===== config.mk =====
export PLATFORM = sky130hd
export DESIGN_NAME = seq_bit_serializer_flat
export DESIGN_NICKNAME = d
export VERILOG_FILES = /design/src/rtl/seq_det_pkg.sv /design/src/rtl/seq_bit_serializer_if.sv /design/src/rtl/seq_bit_serializer_hold_buf.sv /design/src/rtl/seq_bit_serializer.sv /design/src/flat_wrapper.sv
export SDC_FILE = /design/constraint.sdc
export NUM_CORES = 1
export LEC_CHECK = 0
export BUFFER_PORTS_ARGS = -buffer_cell sky130_fd_sc_hd__buf_2
export CAP_MARGIN = 20
export CORE_MARGIN = 2
export CORE_UTILIZATION = 31
export DETAILED_ROUTE_END_ITERATION = 7
export GPL_ROUTABILITY_DRIVEN = 0
export PLACE_DENSITY = 0.58
export SLEW_MARGIN = 20
export SYNTH_ARGS = -nofsm -noshare
export SYNTH_HDL_FRONTEND = slang
export SYNTH_SLANG_ARGS = --single-unit

===== constraint.sdc =====
create_clock -name clk -period 2.1 [get_ports clk]
set_clock_uncertainty 0.2 [all_clocks]
set_input_delay 0.315 -clock clk [delete_from_list [all_inputs] [get_ports clk]]
set_output_delay 0.315 -clock clk [all_outputs]
set_load 0.05 [all_outputs]

===== src/rtl/seq_det_pkg.sv =====
// Shared definitions for the serializer and the 3-bit sequence detector bench.
// Latency: n/a (constants only).
// Backpressure: n/a.
// Contents: FSM state encodings, default word width and idle fill level, gap counter width.
package seq_det_pkg;

  typedef logic [1:0] ser_state_t;

  localparam logic [1:0] ST_IDLE  = 2'd0;
  localparam logic [1:0] ST_SHIFT = 2'd1;
  localparam logic [1:0] ST_GAP   = 2'd2;

  localparam int   DEF_DATA_W   = 8;
  localparam logic DEF_IDLE_BIT = 1'b0;

  // Wide enough for GAP_CYCLES up to 15.
  localparam int GAP_CNT_W = 4;

endpackage


===== src/rtl/seq_bit_serializer_if.sv =====
// Parallel word handshake into the serializer (valid/ready, transfer on valid&&ready).
// Latency: n/a (wires only).
// Backpressure: din_ready from the slave side holds the word on din until accepted.
// Signals: din (word), din_valid (master -> slave), din_ready (slave -> master).
interface seq_bit_serializer_if
  import seq_det_pkg::*;
#(
  parameter int DATA_W = DEF_DATA_W
);
  logic [DATA_W-1:0] din;
  logic              din_valid;
  logic              din_ready;

  modport master (output din, output din_valid, input  din_ready);
  modport slave  (input  din, input  din_valid, output din_ready);
endinterface


===== src/rtl/seq_bit_serializer_hold_buf.sv =====
// Single-entry pending word register sitting in front of the shift register.
// Latency: a pushed word is visible on pend_dat/pend_valid the cycle after the push edge.
// Backpressure: din_ready is simply !pend_valid, registered, never a function of push.
// Ports: clk/rst, push+push_dat (store), pop (release), pend_dat/pend_valid, din_ready.
module ser_hold_buf
  import seq_det_pkg::*;
#(
  parameter int DATA_W = DEF_DATA_W
) (
  input  logic              clk,
  input  logic              rst,
  input  logic              push,
  input  logic [DATA_W-1:0] push_dat,
  input  logic              pop,
  output logic [DATA_W-1:0] pend_dat,
  output logic              pend_valid,
  output logic              din_ready
);
  logic [DATA_W-1:0] dat_q, dat_d;
  logic              vld_q, vld_d;

  // push only happens while empty, so push and pop never collide on a full entry.
  always_comb begin
    dat_d = dat_q;
    vld_d = vld_q;
    if (pop) begin
      vld_d = 1'b0;
    end
    if (push) begin
      dat_d = push_dat;
      vld_d = 1'b1;
    end
  end

  always_ff @(posedge clk or posedge rst) begin
    if (rst) begin
      dat_q <= '0;
      vld_q <= 1'b0;
    end else begin
      dat_q <= dat_d;
      vld_q <= vld_d;
    end
  end

  assign pend_dat   = dat_q;
  assign pend_valid = vld_q;
  assign din_ready  = !vld_q;
endmodule


===== src/rtl/seq_bit_serializer.sv =====
// Parallel-to-serial feeder for the 3-bit sequence detector, one bit per clk on bit_out.
// Latency: first bit of an accepted word is on bit_out right after the transfer edge.
// Backpressure: din_ready drops while the shift reg is busy and the pending entry is full.
// Ports: clk, rst (async, active high), din_if (slave: din/din_valid/din_ready),
//        bit_out, bit_valid (word bit vs idle fill), word_done (last bit), busy.
module seq_bit_serializer
  import seq_det_pkg::*;
#(
  parameter int   DATA_W     = DEF_DATA_W,
  parameter bit   MSB_FIRST  = 1'b1,
  parameter logic IDLE_BIT   = DEF_IDLE_BIT,
  parameter int   GAP_CYCLES = 0
) (
  input  logic               clk,
  input  logic               rst,
  seq_bit_serializer_if.slave din_if,
  output logic               bit_out,
  output logic               bit_valid,
  output logic               word_done,
  output logic               busy
);
  localparam int CNT_W = $clog2(DATA_W);
  localparam logic [CNT_W-1:0]     LAST_BIT = CNT_W'(DATA_W - 1);
  localparam logic [GAP_CNT_W-1:0] LAST_GAP = GAP_CNT_W'((GAP_CYCLES > 0) ? GAP_CYCLES - 1 : 0);

  logic [1:0]        state_q, state_d;
  logic [CNT_W-1:0]  cnt_q, cnt_d;
  logic [GAP_CNT_W-1:0] gap_q, gap_d;
  logic [DATA_W-1:0] shreg_q, shreg_d;
  logic              bit_out_q, bit_out_d;
  logic              bit_valid_q, bit_valid_d;
  logic              word_done_q, word_done_d;

  logic [DATA_W-1:0] pend_dat;
  logic [DATA_W-1:0] load_dat;
  logic              pend_valid;
  logic              din_ready_w;
  logic              fire;
  logic              load_slot;
  logic              push;
  logic              pop;

  // The bit currently being sent always sits at the outgoing end of the shift reg.
  function automatic logic head_bit(input logic [DATA_W-1:0] w);
    return MSB_FIRST ? w[DATA_W-1] : w[0];
  endfunction

  function automatic logic [DATA_W-1:0] shift_on(input logic [DATA_W-1:0] w);
    return MSB_FIRST ? {w[DATA_W-2:0], 1'b0} : {1'b0, w[DATA_W-1:1]};
  endfunction

  ser_hold_buf #(
    .DATA_W (DATA_W)
  ) u_hold (
    .clk        (clk),
    .rst        (rst),
    .push       (push),
    .push_dat   (din_if.din),
    .pop        (pop),
    .pend_dat   (pend_dat),
    .pend_valid (pend_valid),
    .din_ready  (din_ready_w)
  );

  assign din_if.din_ready = din_ready_w;
  assign fire             = din_if.din_valid && din_ready_w;

  always_comb begin
    state_d     = state_q;
    cnt_d       = cnt_q;
    gap_d       = gap_q;
    shreg_d     = shreg_q;
    bit_out_d   = IDLE_BIT;
    bit_valid_d = 1'b0;
    word_done_d = 1'b0;
    load_slot   = 1'b0;
    push        = 1'b0;
    pop         = 1'b0;
    // Pending word has priority: it was accepted earlier and must go out first.
    load_dat    = pend_valid ? pend_dat : din_if.din;

    case (state_q)
      ST_SHIFT: begin
        if (cnt_q != LAST_BIT) begin
          cnt_d       = cnt_q + CNT_W'(1);
          shreg_d     = shift_on(shreg_q);
          bit_out_d   = head_bit(shreg_d);
          bit_valid_d = 1'b1;
          word_done_d = (cnt_d == LAST_BIT);
        end else if (GAP_CYCLES > 0) begin
          state_d = ST_GAP;
          gap_d   = '0;
        end else begin
          load_slot = 1'b1;
        end
      end
      ST_GAP: begin
        if (gap_q != LAST_GAP) begin
          gap_d = gap_q + GAP_CNT_W'(1);
        end else begin
          load_slot = 1'b1;
        end
      end
      default: begin
        load_slot = 1'b1;
      end
    endcase

    // A load slot is an edge where the shift reg can take a new word. A fresh
    // transfer on that edge bypasses the pending entry; any other transfer parks there.
    if (load_slot) begin
      if (pend_valid || fire) begin
        state_d     = ST_SHIFT;
        cnt_d       = '0;
        shreg_d     = load_dat;
        bit_out_d   = head_bit(load_dat);
        bit_valid_d = 1'b1;
        pop         = pend_valid;
      end else begin
        state_d = ST_IDLE;
      end
    end else begin
      push = fire;
    end
  end

  always_ff @(posedge clk or posedge rst) begin
    if (rst) begin
      state_q     <= ST_IDLE;
      cnt_q       <= '0;
      gap_q       <= '0;
      shreg_q     <= '0;
      bit_out_q   <= IDLE_BIT;
      bit_valid_q <= 1'b0;
      word_done_q <= 1'b0;
    end else begin
      state_q     <= state_d;
      cnt_q       <= cnt_d;
      gap_q       <= gap_d;
      shreg_q     <= shreg_d;
      bit_out_q   <= bit_out_d;
      bit_valid_q <= bit_valid_d;
      word_done_q <= word_done_d;
    end
  end

  assign bit_out   = bit_out_q;
  assign bit_valid = bit_valid_q;
  assign word_done = word_done_q;
  assign busy      = (state_q == ST_SHIFT) || pend_valid;
endmodule


===== src/flat_wrapper.sv =====
// flat-port wrapper written by rule: the top's interface ports become plain ports
module seq_bit_serializer_flat import seq_det_pkg::*;
#(
  parameter int   DATA_W     = DEF_DATA_W,
  parameter bit   MSB_FIRST  = 1'b1,
  parameter logic IDLE_BIT   = DEF_IDLE_BIT,
  parameter int   GAP_CYCLES = 0
)
  (clk, rst, bit_out, bit_valid, word_done, busy, din_if_din, din_if_din_valid, din_if_din_ready);
  seq_bit_serializer_if #(.DATA_W(DATA_W)) din_if_i ();
  input  logic clk;
  input  logic rst;
  output logic bit_out;
  output logic bit_valid;
  output logic word_done;
  output logic busy;
  input wire logic [$bits(din_if_i.din)-1:0] din_if_din;
  input wire logic [$bits(din_if_i.din_valid)-1:0] din_if_din_valid;
  output wire logic [$bits(din_if_i.din_ready)-1:0] din_if_din_ready;
  assign din_if_i.din = din_if_din;
  assign din_if_i.din_valid = din_if_din_valid;
  assign din_if_din_ready = din_if_i.din_ready;
  seq_bit_serializer #(.DATA_W(DATA_W), .MSB_FIRST(MSB_FIRST), .IDLE_BIT(IDLE_BIT), .GAP_CYCLES(GAP_CYCLES)) u_core (.clk(clk), .rst(rst), .din_if(din_if_i), .bit_out(bit_out), .bit_valid(bit_valid), .word_done(word_done), .busy(busy));
endmodule

==> out/summary.txt, run 1 <==
Status - finished, final reports clean
Largest stage delay, worst path - 430 ps
All-Layer GR Usage - 11.5%
Startpoint types - flop
Hold_buf cts - 1
# nets final - 134
Register area share after synthesis - 51.6%
Initial antenna violation count - 0
Total negative slack - 0 ps
Row count - 21
# Max-Cap Violations - 0
Combinational power share - 42.2%
Post-CTS setup buffer count - 0
CP arrival - 1920 ps
Wire per inst - 12.8 um
Largest net degree at the start of global routing - 24
Clock buffer count from CTS - 3
H-tree Lvls - 1
Slew Viols, Final - 0
Final ANT Viol Nets - 0
Seq pwr share - 45.3%
Final Hold Viols - 0
Final setup violation count - 0
Critical Path End Type - flop
Slack of the critical path - 181 ps
DP HPWL - 1440 um
CP Class - reg -> reg
Root Buffer - clkbuf_4
Final period utilization - 91.4%
Area of the core - 3390 um^2
First DRT Iteration DRCs - 17
Mapped cell area - 1110 um^2
Crit-path slowest cell - dfrtp_1
Routed vias - 760
DRC viols - 0
Worst Path Required - 2100 ps
Syn nets - 115
Starting Density - 32.9%
Yosys reg bits - 23
Min Tclk post-route - 1920 ps
Crit path buf inv count - 0
Maximum VDD drop - 0.268 mV
Final wirelength - 2100 um
Buffers added on ports - 15
Post-synth top area share - 51.6%
Worst slew margin - 69.7%
Vias in the first global route - 840
Clock tree buffer depth - 2
Max Clock Freq - 521 MHz
Ant. Diodes - 0
Count of cell types in the netlist - 22
Setup WS pre-CTS - 196 ps
Worst-path clk slew - 130 ps
Clk sinks - 23
Critical Path, Cell by Cell - ha_1 -> ha_1 -> nor2b_4 -> and3_4 -> mux2_4
Yosys top cell by area - dfrtp_1
Crit-path max FO - 8
RSZ-0062 raised after global routing - no
Post-Syn Area per Cell - 11.1 um^2
Die footprint - 4090 um^2
Psw - 0.604 mW
Power per cell area - 1270 nW/um^2
First-pass GRT wire length - 3710 um
Largest cells by area after synthesis - dfrtp_1 (52%), mux2_4 (11%), o21ai_0 (7.6%), ha_1 (4.5%), a211oi_1 (4.0%)
Avg Vias per Cell - 4.63
Synth warn - 0
I/O pin cnt - 16
Critical path's top delay family - adder cells
Post_cts resized - 0
Clk pwr share - 12.5%
Switch share - 37.4%
Worst path most repeated cell - ha_1
Total grt overflow - 0
Layout cells sized above 1 - 29.7%
Worst-margin pin slew - 455 ps
Cell Int Power - 1.01 mW
Most frequent cells in the layout - dfrtp_1 (23), o21ai_0 (17), buf_2 (15)
Drt pass-1 iters - 4
CTS tree - yes
Commonest non-fill, non-tap cell in the layout - dfrtp_1
Worst skew pair latency - 310 ps
Synth-to-layout area growth - 14.0%
Die Ht - 64.0 um
Die width - 64.0 um
Leak Pwr - 0.591 nW
Cell count after synthesis - 100
Hold Path Class - in -> reg
==> path summary, 6_finish.rpt <==
path                                         from                   endpoint  slack (ps)  cells past startpoint
worst min-delay path                din_if_din[6]  u_core.u_hold.pend_dat[6]          50                      2
min in group asynchronous                     rst           u_core.bit_valid         360                      4
worst max-delay path              u_core.cnt_q[0]  u_core.u_hold.pend_dat[1]         180                      5
worst min register to register  u_core.shreg_q[1]          u_core.shreg_q[2]         300                      2
max in group asynchronous                     rst          u_core.shreg_q[3]        1110                      4
worst max register to register    u_core.cnt_q[0]  u_core.u_hold.pend_dat[1]         180                      5
==> routing by layer <==
layer | GRT usage, % | vias to the layer above | part of all wire (%)
li1 | - | 375 | -
met1 | 13.4 | 372 | 47
met3 | 1.58 | 2 | 3.3
met5 | 0 | - | 0
met4 | 6.52 | 0 | 1.3
met2 | 20.2 | 11 | 49
==> power groups by stage <==
| stage | combinational, mW | sequential, mW | clock [mW] |
|---|---|---|---|
| after global routing | 0.758 | 0.759 | 0.232 |
| final | 0.681 | 0.731 | 0.202 |
| after detailed placement | 0.686 | 0.741 | 0 |
| after CTS | 0.695 | 0.732 | 0.213 |
| after floorplan | 0.502 | 0.772 | 0 |
| after global placement | 0.670 | 0.734 | 0 |
==> synth_stat cells <==
library cell and n:
buf_8 1, nand3b_1 1, a21oi_1 3, mux2_4 8
and3_4 1, clkbuf_1 2, nand2_1 9, or2b_1 1
or2_2 1, mux2i_1 1, buf_6 1, nor2b_4 1
inv_1 5, and3_2 1, o21ai_0 17, buf_2 2
nand3_1 3, nor2_1 3, dfrtp_1 23, nor2b_1 6
a211oi_1 6, ha_1 4
==> area by class of cell <==
type | instances | area [um^2]
multi-input combinational | 66 | 477
clock inverter | 1 | 5.00
sequential | 23 | 576
tap | 46 | 57.6
fill | 344 | 2120
timing repair buffer | 20 | 115
clock buffer | 3 | 22.5
inverter | 5 | 18.8
==> through the flow <==
stage | cells | hold slack (ps) | instance area (um^2) | power [mW] | util (%)
after floorplan | 100 | 117 | 1110 | 1.27 | -
after global placement | 159 | 162 | 1230 | 1.40 | 36.4
after detailed placement | 159 | 170 | 1230 | 1.43 | 36.4
after CTS | 164 | 31.4 | 1270 | 1.64 | 37.5
after global routing | 164 | 27.4 | 1270 | 1.75 | 37.5
final | 164 | 46.7 | 1270 | 1.61 | 37.5
==> sequential cells by signal, indices dropped and copies added, names as in the netlist <==
signal                    cells
u_core.state_q                1
u_core.u_hold.pend_dat        8
u_core.u_hold.pend_valid      1
u_core.bit_out                1
u_core.shreg_q                7
u_core.bit_valid              1
u_core.word_done              1
u_core.cnt_q                  3
==> cell families after synthesis <==
kind of cell,count (synthesis),share of synthesized area (%)
buf+inv,11,5.61
fa+ha+maj,4,4.49
mux,9,11.7
compound gates,26,13.0
flops,23,51.6
simple gates,27,13.6
Note: power is estimated with default switching activity, not from simulation.
==> run 2: changes to the inputs <==
--- a/config.mk
+++ b/config.mk
@@ -11,6 +11,7 @@
 export CORE_UTILIZATION = 31
 export DETAILED_ROUTE_END_ITERATION = 7
 export GPL_ROUTABILITY_DRIVEN = 0
+export GPL_TIMING_DRIVEN = 0
 export PLACE_DENSITY = 0.58
 export SLEW_MARGIN = 20
 export SYNTH_ARGS = -nofsm -noshare
==> run 2 against run 1 <==
Against the previous run: global-route usage down 0.14 points; cell area increased by 2.0%; maximum frequency shrank 4.4%; core utilization up 0.74 points; largest cell class unchanged; sequential power down 2%; clock-buffer cell count unchanged; die area is the same; worst hold slack worse by 17 ps; critical endpoint is now u_core.u_hold.pend_dat[6].
==> out/summary.txt, run 2 (synthesis results as in run 1) <==
Clk sinks - 23
H-tree Lvls - 1
CP Class - reg -> reg
Worst-margin pin slew - 857 ps
Layout cells sized above 1 - 31.4%
Die footprint - 4090 um^2
Synth-to-layout area growth - 16.3%
DRC viols - 0
Max Clock Freq - 498 MHz
Die width - 64.0 um
Startpoint types - flop
Drt pass-1 iters - 3
Commonest non-fill, non-tap cell in the layout - dfrtp_1
Power per cell area - 1270 nW/um^2
Avg Vias per Cell - 4.60
Worst-path clk slew - 140 ps
CTS tree - yes
Max FFs per register - 8
Final wirelength - 2040 um
Clock buffer count from CTS - 3
Row count - 21
Hold Path Class - in -> reg
Buffers added on ports - 15
Routed vias - 769
Final cell count without fillers - 167
All-Layer GR Usage - 11.4%
Vias in the first global route - 772
Worst slew margin - 42.8%
Total negative slack - 0 ps
Critical Path End Type - flop
Final period utilization - 95.6%
CP arrival - 2020 ps
# Max-Cap Violations - 0
Maximum VDD drop - 0.273 mV
Final setup violation count - 0
Worst Path Required - 2110 ps
Crit-path max FO - 9
Placed cells - 161
Most frequent cells in the layout - dfrtp_1 (23), buf_2 (17), o21ai_0 (17)
Hold WS - 30.1 ps
Ant. Diodes - 0
Area of the core - 3390 um^2
Power after layout - 1.64 mW
Slew Viols, Final - 0
Die Ht - 64.0 um
Initial antenna violation count - 0
Wire per inst - 12.2 um
Util after Layout - 38.2%
Fillers - 339
Status - finished, final reports clean
Starting Density - 32.9%
DP HPWL - 1430 um
Final ANT Viol Nets - 0
# nets final - 137
I/O pin cnt - 16
First-pass GRT wire length - 3560 um
Largest net degree at the start of global routing - 24
Root Buffer - clkbuf_4
Final Hold Viols - 0
Leak Pwr - 0.603 nW
Total grt overflow - 0
Worst skew pair latency - 320 ps
First DRT Iteration DRCs - 11
Clock tree buffer depth - 2
RSZ-0062 raised after global routing - no
Min Tclk post-route - 2010 ps
==> run 2: cell types whose count changed in the layout (fill, tap and decap cells not counted), sizes merged <==
cell	before	now
buf	19	20
clkbuf	3	5
==> run 2: metal layers <==
layer,vias to the layer above,wire (um),GRT usage (%),part of all wire [%]
met1,372,976,14.1,48
met5,-,0,0,0
met3,5,69,2.46,3.4
met2,12,933,17.8,46
met4,0,60,7.34,2.9
li1,380,-,-,-
==> run 2: timing repair <==
action                                  4_1_cts  5_1_grt
endpoints found under the hold margin        23        0
buffers inserted                              0        1
endpoints found under the setup margin        0        9
gates resized for setup                       0        3
hold buffers                                  1        0
==> run 2: power by group <==
group	leakage [nW]	switching (mW)	internal, mW
clock network	0.0177	0.137	0.0713
logic	0.309	0.380	0.335
registers	0.276	0.0923	0.627
==> run 2: stage by stage <==
step | worst slack [ps] | instance area, um^2
after floorplan | 137 | 1110
after global placement | 38.0 | 1250
after detailed placement | 19.3 | 1250
after CTS | 1.39 | 1280
after global routing | 12.8 | 1300
final | 91.7 | 1300
==> run 2: layout make-up <==
class	instances	area, um^2	share of cell area [%]
well taps	46	57.6	4.44
inverters	5	18.8	1.45
repair buffers	17	92.6	7.14
plain buffers	6	45.0	3.47
clock buffers	3	22.5	1.74
multi-input cells	66	479	37.0
flip-flops and latches	23	576	44.4
clock inverters	1	5.00	0.386
==> run 2: final timing paths <==
path,from,end,slack (ps),cells past startpoint
worst max-delay path,u_core.cnt_q[1],u_core.u_hold.pend_dat[6],90,7
worst min-delay path,din_if_din[3],u_core.u_hold.pend_dat[3],30,2
worst max register to register,u_core.cnt_q[1],u_core.u_hold.pend_dat[6],90,7
worst min register to register,u_core.shreg_q[1],u_core.shreg_q[2],300,2
max in group asynchronous,rst,u_core.bit_out,670,3
min in group asynchronous,rst,u_core.shreg_q[6],500,3
==> run 2: worst max-delay path, stage by stage, from the launching register on <==
cell	delay, ps
dfrtp_1	420
ha_1	210
ha_2	200
nor2b_4	110
buf_6	130
and3_4	190
buf_8	140
mux2_4	300
